===== src/rtl/alu_multicycle.sv =====
// Multi-cycle RV32 ALU: single-cycle base ops plus iterative unsigned multiply/divide.
// Handshake: an op is accepted on a clk edge where valid_i & ready_o; done_o pulses for one cycle when outputs are fresh.
module alu_multicycle #(
  parameter int WIDTH = 32
) (
  input  logic             clk,
  input  logic             reset,
  input  logic             valid_i,
  input  logic [3:0]       ALU_Operation_i,
  input  logic [WIDTH-1:0] A_i,
  input  logic [WIDTH-1:0] B_i,
  output logic             ready_o,
  output logic             done_o,
  output logic [WIDTH-1:0] result_o,
  output logic             zero_o,
  output logic             carry_o,
  output logic             illegal_o,
  output logic [1:0]       state_dbg
);
  localparam int SHAMT_W = $clog2(WIDTH);

  localparam logic [3:0] OP_ADD   = 4'b0000;
  localparam logic [3:0] OP_SUB   = 4'b1000;
  localparam logic [3:0] OP_SLL   = 4'b0001;
  localparam logic [3:0] OP_SRL   = 4'b0101;
  localparam logic [3:0] OP_SRA   = 4'b1101;
  localparam logic [3:0] OP_XOR   = 4'b0100;
  localparam logic [3:0] OP_OR    = 4'b0110;
  localparam logic [3:0] OP_AND   = 4'b0111;
  localparam logic [3:0] OP_MUL   = 4'b0010;
  localparam logic [3:0] OP_MULHU = 4'b0011;
  localparam logic [3:0] OP_DIVU  = 4'b1010;
  localparam logic [3:0] OP_REMU  = 4'b1011;

  typedef enum logic [1:0] {IDLE = 2'd0, RUN = 2'd1, DONE = 2'd2} state_t;

  state_t               state;
  logic [SHAMT_W-1:0]   cnt;
  logic [3:0]           op_r;
  logic [WIDTH-1:0]     b_r;
  logic [2*WIDTH-1:0]   acc;

  logic [WIDTH:0]       add_sum, sub_sum;
  logic [SHAMT_W-1:0]   shamt;
  logic [WIDTH-1:0]     fast_res;
  logic                 fast_carry, fast_ill, iter;

  logic [WIDTH:0]       mul_sum, div_shift, div_diff;
  logic [2*WIDTH-1:0]   mul_next, div_next, step_next;
  logic [WIDTH-1:0]     step_res;

  always_comb begin
    add_sum    = {1'b0, A_i} + {1'b0, B_i};
    sub_sum    = {1'b0, A_i} + {1'b0, ~B_i} + {{WIDTH{1'b0}}, 1'b1};
    shamt      = B_i[SHAMT_W-1:0];
    fast_res   = '0;
    fast_carry = 1'b0;
    fast_ill   = 1'b0;
    iter       = 1'b0;
    case (ALU_Operation_i)
      OP_ADD:   begin fast_res = add_sum[WIDTH-1:0]; fast_carry = add_sum[WIDTH]; end
      OP_SUB:   begin fast_res = sub_sum[WIDTH-1:0]; fast_carry = sub_sum[WIDTH]; end
      OP_SLL:   fast_res = A_i << shamt;
      OP_SRL:   fast_res = A_i >> shamt;
      OP_SRA:   fast_res = $signed(A_i) >>> shamt;
      OP_XOR:   fast_res = A_i ^ B_i;
      OP_OR:    fast_res = A_i | B_i;
      OP_AND:   fast_res = A_i & B_i;
      OP_MUL, OP_MULHU: iter = 1'b1;
      OP_DIVU:  if (B_i == '0) fast_res = '1;  else iter = 1'b1;
      OP_REMU:  if (B_i == '0) fast_res = A_i; else iter = 1'b1;
      default:  fast_ill = 1'b1;
    endcase
  end

  // acc = {hi, lo}: multiply keeps {partial product, multiplier}; divide keeps {remainder, quotient}.
  always_comb begin
    mul_sum   = {1'b0, acc[2*WIDTH-1:WIDTH]} + (acc[0] ? {1'b0, b_r} : '0);
    mul_next  = {mul_sum, acc[WIDTH-1:1]};
    div_shift = {acc[2*WIDTH-1:WIDTH], acc[WIDTH-1]};
    div_diff  = div_shift - {1'b0, b_r};
    div_next  = div_diff[WIDTH] ? {div_shift[WIDTH-1:0], acc[WIDTH-2:0], 1'b0}
                                : {div_diff[WIDTH-1:0], acc[WIDTH-2:0], 1'b1};
    step_next = op_r[3] ? div_next : mul_next;
    // MULHU and REMU take the high half, MUL and DIVU the low half.
    step_res  = op_r[0] ? step_next[2*WIDTH-1:WIDTH] : step_next[WIDTH-1:0];
  end

  always_ff @(posedge clk or posedge reset) begin
    if (reset) begin
      state     <= IDLE;
      cnt       <= '0;
      op_r      <= '0;
      b_r       <= '0;
      acc       <= '0;
      result_o  <= '0;
      zero_o    <= 1'b0;
      carry_o   <= 1'b0;
      illegal_o <= 1'b0;
    end else begin
      case (state)
        IDLE, DONE: begin
          if (valid_i) begin
            if (iter) begin
              state <= RUN;
              cnt   <= SHAMT_W'(WIDTH - 1);
              op_r  <= ALU_Operation_i;
              b_r   <= B_i;
              acc   <= {{WIDTH{1'b0}}, A_i};
            end else begin
              state     <= DONE;
              result_o  <= fast_res;
              zero_o    <= (fast_res == '0);
              carry_o   <= fast_carry;
              illegal_o <= fast_ill;
            end
          end else begin
            state <= IDLE;
          end
        end
        RUN: begin
          acc <= step_next;
          cnt <= cnt - 1'b1;
          if (cnt == '0) begin
            state     <= DONE;
            result_o  <= step_res;
            zero_o    <= (step_res == '0);
            carry_o   <= 1'b0;
            illegal_o <= 1'b0;
          end
        end
        default: state <= IDLE;
      endcase
    end
  end

  assign ready_o   = (state != RUN);
  assign done_o    = (state == DONE);
  assign state_dbg = state;
endmodule


===== config.mk =====
export PLATFORM = sky130hd
export DESIGN_NAME = alu_multicycle
export DESIGN_NICKNAME = d
export VERILOG_FILES = /design/src/rtl/alu_multicycle.sv
export SDC_FILE = /design/constraint.sdc
export NUM_CORES = 1
export LEC_CHECK = 0
export CAP_MARGIN = 20
export CORE_ASPECT_RATIO = 0.8
export CORE_MARGIN = 4
export CORE_UTILIZATION = 25
export DETAILED_ROUTE_END_ITERATION = 8
export SETUP_SLACK_MARGIN = 0.1
export SYNTH_ARGS = -nofsm -noshare
export SYNTH_HDL_FRONTEND = slang
export SYNTH_SLANG_ARGS = --single-unit

===== constraint.sdc =====
create_clock -name clk -period 8.3 [get_ports clk]
set_clock_uncertainty 0.05 [all_clocks]
set_input_delay 2.075 -clock clk [delete_from_list [all_inputs] [get_ports clk]]
set_output_delay 2.075 -clock clk [all_outputs]
set_load 0.01 [all_outputs]

==> out/metrics.cfg <==
[global_route]
antenna_found_initial = 6
grt_pass1_vias = 20700
grt_start_max_net_pins = 72
grt_pass1_wl_um = 144000
grt_usage_pct = 21.6
grt.overflow.total = 0

[critical_path]
critical_path_class = in2reg
worst_path_most_repeated_cell = nand4_1
critPathArrivalTime_ns = 7.16
critPathSlowestCell = clkdlybuf4s50_1
slowest_delay_ns = 0.75
cp-end-kind = register
critPathRequiredTime_ns = 8.63
cp_cell_sequence = clkdlybuf4s50_1 -> inv_1 -> ha_1 -> inv_2 -> a2111o_1 -> o211a_1 -> a211oi_2 -> buf_4 -> o211ai_1 -> nor3_2 -> o32ai_1 -> xnor2_1 -> a21oi_1 -> nand4_1 -> nor3_1 -> nand4_1 -> nand3_1
startpoint_type = input port
critical_path.max_fanout = 14

[timing]
tns_ns = 0
setup_viol_count_final = 0
max_freq_mhz = 146
rsz0062_at_grt = false
whs_ns = 0.443
relSlewSlack_pct = 27.0
finalHoldViolCount = 0
worst_pin_slew_ns = 1.09
fin_crit_ns = 6.83
drv_slew = 0
fin_crit_sh_pct = 82.3

[synthesis]
synth_top_area_cell = dfrtp_1
synth_area_per_cell_um2 = 7.59
syn_nets = 2989
netlist_area_um2 = 20800
yosys-top-cells-count = 281 x nand2_1, 230 x a21oi_1, 215 x nor2_1
synth_ff_type = dfrtp_1
ys_warn_count = 0
yosysMostFrequentCell = nand2_1
synth-async-reset-ratio_pct = 100
yosys-top-cells-area = dfrtp_1 17%, ha_1 10%, mux4_2 5.7%
synth_cell_types = 102
yosys.area.top_type_share_pct = 16.8
synth_cells = 2742
synth-edff-count = 0
seq_area_frac_synth_pct = 16.8
ys_seq_elements = 140

[clocking]
cts_max_path_buffers = 2
clkTransAtPathRegs_ns = 0.07
cts_resized = 0
cts.sinks = 140
clk_latency_ns = 0.46
postCtsHoldBufs = 0
root_buffer = clkbuf_16
cts_made_buffers = 17
cts_tree = built
cts_setup_buffers = 0
htreeDepth = 4

[place]
dpl.cell_count = 3835
gp_congestion = 1.01
post_dp_cell_area_um2 = 23100
io_buffers = 109
dp_hpwl_um = 76400

[floorplanning]
die_h_um = 266
io_pins = 110
start_util_pct = 25.3
core-area_um2 = 82300
dieArea_um2 = 88000
fp.dieW_um = 331
num_rows = 94

[power]
p_per_area_nw_per_um2 = 279
ir_worst_vdd_v = 0.000206
p_leak_uw = 0.00975
finalPower_uw = 6600

[hold_path]
hold_path.class = reg2reg

[routing]
routed_wirelength_um = 98600
postRouteAntennaNets = 0
drcViolationCount = 0
firstDrtPassIters = 8
routed_via_density = 5.98
via_count = 23100
wl_per_cell_um = 25.5
drt-initial-drc-count = 3180

[flow_run]
drv_cap = 0

[final_layout]
final_area_um2 = 23700
nFillCells = 8953
stdcell_count = 3870
area_growth_syn_to_layout_pct = 13.8
drive_above_1_share_pct = 9.66
final_nets = 2998

[status]
outcome = finished clean

-- cells in the final DEF, fill, tap and decap left out, drive strengths merged, types with 44 or more instances in the layout --
cell type,n
ha,172
buf,93
nand3,84
nor2,215
a22oi,44
inv,164
nand2,281
a21oi,236
nor3,55
mux4,53
dfrtp,140
and2,45
o21ai,228
xnor2,49
mux2i,102
clkdlybuf4s50,104
-- stage by stage --
stage | worst slack (ns) | utilization (%)
4_1_cts | 1.68 | 28.8
2_1_floorplan | 2.34 | -
6_report | 1.47 | 28.8
5_1_grt | 1.30 | 28.8
3_5_place_dp | 1.27 | 28.0
3_3_place_gp | 1.22 | 28.0
-- critical path, delay by kind of cell --
family | cells | cell delay, ns
buf+inv | 4 | 1.17
xor+xnor | 1 | 0.16
compound gates | 6 | 1.75
fa+ha+maj | 1 | 0.56
simple gates | 5 | 1.43
-- sequential cells by signal, summed over array words and instances, names as in the netlist --
name / count
state_dbg: 2
acc: 64
illegal_o: 1
cnt: 5
carry_o: 1
op_r: 2
result_o: 32
zero_o: 1
b_r: 32
-- layout make-up --
type | count | area (um^2) | area share, %
sequential | 140 | 3510 | 14.8
tap | 1104 | 1380 | 5.83
clock inverter | 14 | 183 | 0.771
inverter | 160 | 606 | 2.56
antenna | 2 | 5.00 | 0.0211
timing repair buffer | 197 | 1730 | 7.31
clock buffer | 18 | 429 | 1.81
multi-input combinational | 2235 | 15800 | 66.9
-- metal layers --
metal	GRT usage (%)	vias to the layer above	wire length [um]
met5	0	-	37
met4	3.96	6	2100
met3	7.11	142	13500
met1	33.4	11300	45000
met2	28.7	1480	38000
li1	-	10200	-
-- report_power, final --
group	total, uW	internal [uW]	leakage [uW]	switching (uW)
logic	4470	1670	0.00776	2810
registers	1280	933	0.00170	343
clock network	851	480	0.000288	371
-- worst paths after layout --
check,start,endpoint,slack (ns),cells after the start
min in group asynchronous,reset,b_r[7]$_DFFE_PP0P_,2.05,2
max reg2reg,acc[31]$_DFFE_PP0P_,zero_o$_DFFE_PP0P_,2.38,18
min,cnt[4]$_DFFE_PP0P_,cnt[4]$_DFFE_PP0P_,0.44,1
max in group asynchronous,reset,result_o[24]$_DFFE_PP0P_,4.64,3
max,A_i[4],zero_o$_DFFE_PP0P_,1.47,17
min reg2reg,cnt[4]$_DFFE_PP0P_,cnt[4]$_DFFE_PP0P_,0.44,1
-- cells by family (layout without fill, tap and decap cells) --
kind of cell / Yosys count / in the layout / share of synthesized area [%]
AO/OA/AOI/OAI: 946 / 946 / 30.3
AND/OR/NAND/NOR: 846 / 846 / 19.0
buffers and inverters: 367 / 389 / 7.24
multiplexers: 191 / 191 / 12.6
adder cells (fa/ha/maj): 176 / 176 / 10.7
flip-flops: 140 / 140 / 16.8
XOR/XNOR: 76 / 76 / 3.29
other: 0 / 2 / 0
(Power assumes the default switching activity.)
